## config.mk

```make
export PLATFORM = sky130hd
export DESIGN_NAME = alu_arbiter_flat
export DESIGN_NICKNAME = d
export VERILOG_FILES = /design/src/rtl/alu_arbiter_if.sv /design/src/rtl/alu_arbiter.sv /design/src/flat_wrapper.sv
export SDC_FILE = /design/constraint.sdc
export NUM_CORES = 1
export LEC_CHECK = 0
export BUFFER_PORTS_ARGS = -buffer_cell sky130_fd_sc_hd__buf_2
export CORE_MARGIN = 2
export CORE_UTILIZATION = 35
export DETAILED_ROUTE_END_ITERATION = 16
export PLACE_DENSITY = 0.78
export SYNTH_ARGS = -nofsm -noshare
export SYNTH_HDL_FRONTEND = slang
export SYNTH_SLANG_ARGS = --single-unit
```

## constraint.sdc

```tcl
create_clock -name clk -period 1.7 [get_ports clk]
set_clock_uncertainty 0.15 [all_clocks]
set_input_delay 0.34 -clock clk [delete_from_list [all_inputs] [get_ports clk]]
set_output_delay 0.34 -clock clk [all_outputs]
set_load 0.1 [all_outputs]
```

## src/rtl/alu_arbiter_if.sv

```systemverilog
// Request/response handshake bundle between the two requesters and alu_arbiter.
interface alu_arbiter_if #(
  parameter int WIDTH = 16,
  parameter int OPW   = 4
);
  logic             req0_valid, req0_ready;
  logic [OPW-1:0]   req0_op;
  logic [WIDTH-1:0] req0_a, req0_b;
  logic             req1_valid, req1_ready;
  logic [OPW-1:0]   req1_op;
  logic [WIDTH-1:0] req1_a, req1_b;
  logic             resp0_valid, resp1_valid, resp_ready;
  logic [WIDTH-1:0] resp_data;
  logic             resp_zero, resp_neg;

  modport slave (
    input  req0_valid, req0_op, req0_a, req0_b,
    input  req1_valid, req1_op, req1_a, req1_b, resp_ready,
    output req0_ready, req1_ready, resp0_valid, resp1_valid,
    output resp_data, resp_zero, resp_neg
  );

  modport master (
    output req0_valid, req0_op, req0_a, req0_b,
    output req1_valid, req1_op, req1_a, req1_b, resp_ready,
    input  req0_ready, req1_ready, resp0_valid, resp1_valid,
    input  resp_data, resp_zero, resp_neg
  );
endinterface

```

## src/rtl/alu_arbiter.sv

```systemverilog
// Round-robin arbiter sharing one registered ALU core between two requesters;
// holds ALU inputs for ALU_LAT cycles, then returns the result to the winner.
module alu_arbiter #(
  parameter int WIDTH   = 16,
  parameter int OPW     = 4,
  parameter int ALU_LAT = 1
) (
  input  logic             clk,
  input  logic             rst,
  alu_arbiter_if.slave     bus,
  output logic             busy,
  output logic             alu_rst_n,
  output logic [OPW-1:0]   alu_op,
  output logic [WIDTH-1:0] alu_a,
  output logic [WIDTH-1:0] alu_b,
  input  logic [WIDTH-1:0] alu_result
);
  localparam int LCW = (ALU_LAT > 1) ? $clog2(ALU_LAT) : 1;

  typedef enum logic [1:0] {IDLE, EXEC, RESP} state_t;

  state_t           state;
  logic             prio;
  logic             grant;
  logic [LCW-1:0]   lat_cnt;
  logic             rv0, rv1;
  logic [WIDTH-1:0] rdata;
  logic             rzero, rneg;
  logic             sel1, take;

  // prio=1 prefers requester 1; ready is suppressed during reset
  assign sel1 = bus.req1_valid & (~bus.req0_valid | prio);
  assign take = (state == IDLE) & ~rst & (bus.req0_valid | bus.req1_valid);

  assign bus.req0_ready  = take & ~sel1;
  assign bus.req1_ready  = take & sel1;
  assign bus.resp0_valid = rv0;
  assign bus.resp1_valid = rv1;
  assign bus.resp_data   = rdata;
  assign bus.resp_zero   = rzero;
  assign bus.resp_neg    = rneg;
  assign busy            = (state != IDLE);
  assign alu_rst_n       = ~rst;

  always_ff @(posedge clk) begin
    if (rst) begin
      state   <= IDLE;
      prio    <= 1'b0;
      grant   <= 1'b0;
      lat_cnt <= '0;
      alu_op  <= '0;
      alu_a   <= '0;
      alu_b   <= '0;
      rdata   <= '0;
      rzero   <= 1'b0;
      rneg    <= 1'b0;
      rv0     <= 1'b0;
      rv1     <= 1'b0;
    end else begin
      case (state)
        IDLE: begin
          if (take) begin
            alu_op  <= sel1 ? bus.req1_op : bus.req0_op;
            alu_a   <= sel1 ? bus.req1_a  : bus.req0_a;
            alu_b   <= sel1 ? bus.req1_b  : bus.req0_b;
            grant   <= sel1;
            lat_cnt <= LCW'(ALU_LAT - 1);
            state   <= EXEC;
          end
        end
        EXEC: begin
          if (lat_cnt == '0) begin
            rdata <= alu_result;
            rzero <= (alu_result == '0);
            rneg  <= alu_result[WIDTH-1];
            rv0   <= ~grant;
            rv1   <= grant;
            state <= RESP;
          end else begin
            lat_cnt <= lat_cnt - LCW'(1);
          end
        end
        RESP: begin
          if (bus.resp_ready) begin
            rv0   <= 1'b0;
            rv1   <= 1'b0;
            prio  <= ~grant;
            state <= IDLE;
          end
        end
        default: state <= IDLE;
      endcase
    end
  end
endmodule

```

## src/flat_wrapper.sv

```systemverilog
// flat-port wrapper written by rule: the top's interface ports become plain ports
module alu_arbiter_flat 
#(
  parameter int WIDTH   = 16,
  parameter int OPW     = 4,
  parameter int ALU_LAT = 1
)
  (clk, rst, busy, alu_rst_n, alu_op, alu_a, alu_b, alu_result, bus_req0_valid, bus_req0_op, bus_req0_a, bus_req0_b, bus_req1_valid, bus_req1_op, bus_req1_a, bus_req1_b, bus_resp_ready, bus_req0_ready, bus_req1_ready, bus_resp0_valid, bus_resp1_valid, bus_resp_data, bus_resp_zero, bus_resp_neg);
  alu_arbiter_if #(.WIDTH(WIDTH), .OPW(OPW)) bus_i ();
  input  logic clk;
  input  logic rst;
  output logic busy;
  output logic alu_rst_n;
  output logic [OPW-1:0] alu_op;
  output logic [WIDTH-1:0] alu_a;
  output logic [WIDTH-1:0] alu_b;
  input  logic [WIDTH-1:0] alu_result;
  input wire logic [$bits(bus_i.req0_valid)-1:0] bus_req0_valid;
  input wire logic [$bits(bus_i.req0_op)-1:0] bus_req0_op;
  input wire logic [$bits(bus_i.req0_a)-1:0] bus_req0_a;
  input wire logic [$bits(bus_i.req0_b)-1:0] bus_req0_b;
  input wire logic [$bits(bus_i.req1_valid)-1:0] bus_req1_valid;
  input wire logic [$bits(bus_i.req1_op)-1:0] bus_req1_op;
  input wire logic [$bits(bus_i.req1_a)-1:0] bus_req1_a;
  input wire logic [$bits(bus_i.req1_b)-1:0] bus_req1_b;
  input wire logic [$bits(bus_i.resp_ready)-1:0] bus_resp_ready;
  output wire logic [$bits(bus_i.req0_ready)-1:0] bus_req0_ready;
  output wire logic [$bits(bus_i.req1_ready)-1:0] bus_req1_ready;
  output wire logic [$bits(bus_i.resp0_valid)-1:0] bus_resp0_valid;
  output wire logic [$bits(bus_i.resp1_valid)-1:0] bus_resp1_valid;
  output wire logic [$bits(bus_i.resp_data)-1:0] bus_resp_data;
  output wire logic [$bits(bus_i.resp_zero)-1:0] bus_resp_zero;
  output wire logic [$bits(bus_i.resp_neg)-1:0] bus_resp_neg;
  assign bus_i.req0_valid = bus_req0_valid;
  assign bus_i.req0_op = bus_req0_op;
  assign bus_i.req0_a = bus_req0_a;
  assign bus_i.req0_b = bus_req0_b;
  assign bus_i.req1_valid = bus_req1_valid;
  assign bus_i.req1_op = bus_req1_op;
  assign bus_i.req1_a = bus_req1_a;
  assign bus_i.req1_b = bus_req1_b;
  assign bus_i.resp_ready = bus_resp_ready;
  assign bus_req0_ready = bus_i.req0_ready;
  assign bus_req1_ready = bus_i.req1_ready;
  assign bus_resp0_valid = bus_i.resp0_valid;
  assign bus_resp1_valid = bus_i.resp1_valid;
  assign bus_resp_data = bus_i.resp_data;
  assign bus_resp_zero = bus_i.resp_zero;
  assign bus_resp_neg = bus_i.resp_neg;
  alu_arbiter #(.WIDTH(WIDTH), .OPW(OPW), .ALU_LAT(ALU_LAT)) u_core (.clk(clk), .rst(rst), .bus(bus_i), .busy(busy), .alu_rst_n(alu_rst_n), .alu_op(alu_op), .alu_a(alu_a), .alu_b(alu_b), .alu_result(alu_result));
endmodule
```

== After elaboration in Yosys (flattened, before gate mapping) ==
Cells that the tools add are included.

* Bitwise gates (word level): 12
* Eq/ne operators: 5
* $add $sub $neg: 1
* Reductions and logical operators: 11
* Muxes and demuxes: 15

{| class="wikitable"
|+ Operators with widths
! operator !! count
|-
| 2-to-1 mux 16 bit || 2
|-
| zero test 16 bit || 1
|-
| AND reduction 2 bit || 4
|-
| 2-to-1 mux 2 bit || 3
|-
| one-hot mux 1 bit (2 select lines) || 3
|-
| one-hot mux 2 bit (3 select lines) || 1
|-
| AND reduction 3 bit || 2
|-
| nonzero test 2 bit || 3
|-
| AND 1 bit || 5
|-
| 2-to-1 mux 1 bit || 5
|-
| NOT 1 bit || 5
|-
| 2-to-1 mux 4 bit || 1
|-
| inequality test 2 bit (second input constant) || 2
|-
| equality test 2 x 1 -> 1 bit (second input constant) || 1
|-
| equality test 2 bit (second input constant) || 1
|-
| zero test 2 bit || 1
|-
| inequality test 2 x 1 -> 1 bit (second input constant) || 1
|-
| bitwise OR 1 bit || 2
|-
| subtractor 1 bit (second input constant) || 1
|}

* Input bits: 93
* Logic and storage cells: 56
* Bits in registers: 61

== Logic depth before layout (Yosys ltp) ==
* Depth in word-level cells: 5
* Gate-level depth with buffers: 6

== Worst setup path before layout ==
No wires, ideal clock.

* Path type: input to output
* Start: input rst
* End: output bus_req0_ready
* Cell stages on the path: 5
* Slack: -0.226 ns
* Arrival: 1.436 ns
* Required time: 1.210 ns
* Path buffers: 3
* Path through: buf_2 > nor3_2 > and3_1 > buf_2 > buf_2

* Longest elaborated chain between the ends: 4

{| class="wikitable"
|+ Ends and longest elaborated chain
! item !! line !! RTL
|-
| start: declaration || flat_wrapper.sv:11 || <nowiki>input logic rst;</nowiki>
|-
| NOT 1 bit || alu_arbiter.sv:33 || <nowiki>assign take = (state == IDLE) & ~rst & (bus.req0_valid | bus.req1_valid);</nowiki>
|-
| AND 1 bit (2 in a row) || alu_arbiter.sv:33 ||
|-
| AND 1 bit || alu_arbiter.sv:35 || <nowiki>assign bus.req0_ready = take & ~sel1;</nowiki>
|-
| end: declaration || flat_wrapper.sv:27 || <nowiki>output wire logic [$bits(bus_i.req0_ready)-1:0] bus_req0_ready;</nowiki>
|}

Every way passes these cells.

== Worst setup path in the final report ==
* Start: register u_core.state[1]
* End: output bus_req1_ready

* Longest elaborated chain between the ends: 4

{| class="wikitable"
|+ Ends and longest elaborated chain
! item !! line !! RTL
|-
| start: declaration || alu_arbiter.sv:22 || <nowiki>state_t state;</nowiki>
|-
| start signal: assignment || alu_arbiter.sv:47 || <nowiki>state <= IDLE;</nowiki>
|-
| start signal: assignment || alu_arbiter.sv:68 || <nowiki>state <= EXEC;</nowiki>
|-
| start signal: assignment || alu_arbiter.sv:78 || <nowiki>state <= RESP;</nowiki>
|-
| zero test 2 bit || alu_arbiter.sv:33 ||
|-
| AND 1 bit (2 in a row) || alu_arbiter.sv:33 ||
|-
| AND 1 bit || alu_arbiter.sv:36 || <nowiki>assign bus.req1_ready = take & sel1;</nowiki>
|-
| end: declaration || flat_wrapper.sv:28 || <nowiki>output wire logic [$bits(bus_i.req1_ready)-1:0] bus_req1_ready;</nowiki>
|}

Every way passes these cells.

==> results by group <==
Yosys
  • Complex-gate fraction of the synthesized area: 30.08%
  • Synth cell types: 31
  • YS warnings: 0
  • Simple-Gate Fraction of Synth Area: 13.57%
  • Seq cells post-synth: 59
  • Mapped Cells: 286
  • Post-synth top area share: 46.25%
  • Synth Area in Adders: 0%
  • Top FF cell, synth: dfxtp_1
  • Xor/xnor share of the synthesized area: 0%
  • Fraction of registers with async set/reset: 0%
  • Synth area leaders: dfxtp_1 (46%), a221o_1 (11%), a211oi_1 (8.2%)
  • Most common cell in the netlist: dfxtp_1
  • Largest family of logic cells by synthesized area: compound AO/OA/AOI/OAI gates
  • Post-synth top cells: dfxtp_1 (59), nand2_1 (33), inv_1 (30), a211oi_1 (28)
  • Post-synthesis cell area: 0.002554 mm2
  • Mux cell area share after synthesis: 0%
  • Post-synth EDFFs: 0
  • Syn Area/Cell: 8.929 um2
  • Post-Syn Nets: 379
  • Synth area leader: dfxtp_1
  • Sequential area share after synthesis: 46.25%

Critical path
  • Cell depth of the worst flop-to-flop path: 6
  • Arrival time of the worst setup path: 1.42 ns
  • RR Endpoint: u_core.alu_a[0]
  • Slowest CP cell: dfxtp_4
  • CP Buf/Inv Count: 1
  • Top Family by Delay on Critical Path: simple AND/OR/NAND/NOR gates
  • RR Startpoint: u_core.state[0]
  • CP Capture Type: output port
  • Setup Crit Path Kind: flop to output port
  • Critical Path Start Type: flop
  • CP Max Fanout: 3
  • Worst path max stage delay: 0.35 ns
  • Req. time, crit path: 1.21 ns
  • R2r setup slk: 0.08 ns
  • Critical path, cell by cell: nor3_4, nor3b_4, buf_12
  • Worst setup startpoint: u_core.state[1]

Die
  • Initial Util: 35.59%
  • Die Span Y: 89.42 um
  • Ports: 153
  • Die area: 0.007996 mm2
  • Die X: 89.42 um
  • Standard-cell rows: 31
  • Core Region: 0.007176 mm2

Timing
  • Tmin final: 1.912 ns
  • Slew Limit Headroom: 67.11%
  • Slew Limit Fails: 0
  • Max Fclk: 523.1 MHz
  • Hold Slack: 0.07108 ns
  • Crit share post-route: 112.5%
  • Setup violations, final: 3
  • Hold Violations, Final: 0
  • RSZ-0062 raised after global routing: true
  • Worst slew pin tran: 0.4967 ns
  • Worst Slack Setup Final: -0.2118 ns

Detailed routing
  • Routed Antenna Nets: 0
  • Routed vias/inst: 5.099
  • Detailed Routing Iterations Pass 1: 4
  • Average routed wire per standard cell: 13.84 um
  • Starting DRT DRC Count: 76
  • Routed wire length: 7666 um
  • Vias: 2,825
  • Number of remaining DRC errors: 0

Clock network
  • Worst-path clk slew: 0.07 ns
  • Root buffer cell: clkbuf_8
  • H-Tree Depth: 3
  • Hold-fix buffers, CTS: 0
  • Clock Path Buffers: 2
  • CTS buffer count: 9
  • Clock sink count: 59
  • Clk_lat worst skew: 0.33 ns
  • TritonCTS clock tree: built

Power
  • Power per cell area: 1197 mW/mm2
  • Net Switching: 1.861 mW
  • Power consumption: 4.664 mW
  • Cell-internal power: 2.804 mW
  • Logic gate share of total power: 35.4%
  • Peak VDD IR: 0.4701 mV
  • P_leak: 1.779 nW
  • Sequential Power Share: 33.8%
  • Clk pwr share: 30.8%
  • Sw frac: 39.89%

Worst hold path
  • Hold path cells: 2
  • Worst Hold Launch: bus_req1_b[4]
  • HP Class: input pin to flop
  • WHS Endpoint: u_core.alu_b[4]

Outcome
  • Status: finished with violations
  • Failing checks: setup timing

Placed design
  • Worst slack, placed: -0.02633 ns
  • Placed Instance Area: 0.003532 mm2
  • Final HPWL DP: 5542 um
  • Port bufs: 152
  • Final GP Congestion: 0.8042

Final layout
  • Fraction of layout cells with a size suffix above 1: 46.37%
  • Area growth, synth to finish: 52.52%
  • Post-layout net count: 543
  • # diodes: 0
  • Fin area: 0.003895 mm2

GRT
  • First-pass GRT wire length: 11,250 um
  • Vias in the first global route: 2,576
  • Tot GR Track Use: 18.25%
  • Antenna violations before repair: 0
  • Largest net degree at the start of global routing: 37
  • GR Overflow Total: 0

Job
  • Max-cap violation count: 0
## worst register-to-register path: stages, from the launching register on
cell,delay [ns]
dfxtp_2,0.36
nor3_4,0.05
buf_4,0.13
and3_4,0.18
buf_4,0.18
buf_4,0.16
a221o_1,0.30
## power by group through the flow
stage	combinational [mW]	sequential, mW	clock, mW
4_1_cts	1.65	1.58	1.48
2_1_floorplan	0.404	2.43	0
5_1_grt	1.73	1.59	1.55
6_report	1.65	1.57	1.44
3_3_place_gp	1.58	1.60	0
3_5_place_dp	1.59	1.60	0
## cells by family (layout without fill, tap and decap cells)
kind of cell	after synthesis	after routing
AOI/OAI and AO/OA	103	103
and+or+nand+nor	65	66
DFF	59	59
buffers and inverters	59	227
## layer usage
metal / vias up / wire, um / global-route usage (%)
met1: 1322 / 3241 / 20.92
met3: 14 / 465 / 3.878
met4: 0 / 165 / 9.498
li1: 1372 / - / -
met5: - / 0 / 0
met2: 117 / 3794 / 31.78
## metrics by stage
step / TNS, ns / utilization, % / cells
2_1_floorplan: -0.1798 / - / 286
3_3_place_gp: 0 / 49.22 / 529
3_5_place_dp: -0.07544 / 49.22 / 529
4_1_cts: -0.3961 / 53.91 / 553
5_1_grt: -0.5850 / 54.28 / 554
6_report: -0.3936 / 54.28 / 554
## worst max path at each step
stage,end,slack (ns),cells past startpoint
finish,bus_req1_ready,-0.21,3
global route,bus_req1_ready,-0.27,3
CTS,bus_req1_ready,-0.24,3
detailed placement,u_core.alu_a[14],-0.03,5
global placement,bus_req1_ready,0.02,4
floorplan,u_core.bus.resp_zero,-0.07,4
## layout make-up
| type | instances | area, um2 |
|---|---|---|
| Clock buffer | 11 | 151.4 |
| Fill cell | 693 | 3281 |
| Tap cell | 99 | 123.9 |
| Multi-Input combinational cell | 169 | 1151 |
| Clock inverter | 5 | 75.07 |
| Timing Repair Buffer | 181 | 1085 |
| Sequential cell | 59 | 1189 |
| Inverter | 30 | 120.1 |
## cells in the final DEF, fill, tap and decap left out, types with 9 or more instances in the layout
cell type / n
a211oi_1: 28
a21oi_1: 27
inv_1: 28
clkbuf_8: 11
buf_4: 25
dfxtp_1: 55
a221o_1: 27
o21ai_0: 9
buf_2: 148
nand3b_1: 10
nand2_1: 33
## state kept, by name (all words and copies together) (netlist names)
signal	count
u_core.bus.resp0_valid	1
u_core.bus.resp_data	16
u_core.bus.resp_zero	1
u_core.prio	1
u_core.alu_b	16
u_core.grant	1
u_core.alu_a	16
u_core.state	2
u_core.alu_op	4
u_core.bus.resp1_valid	1
## timing repair
| item | CTS | global route |
|---|---|---|
| endpoints found under the setup margin | 3 | 35 |
| gates resized for setup | 16 | 4 |
| gates cloned | 0 | 2 |
| pin swaps | 4 | 3 |
| setup buffers | 9 | 3 |
Note: power is estimated with default switching activity, not from simulation.
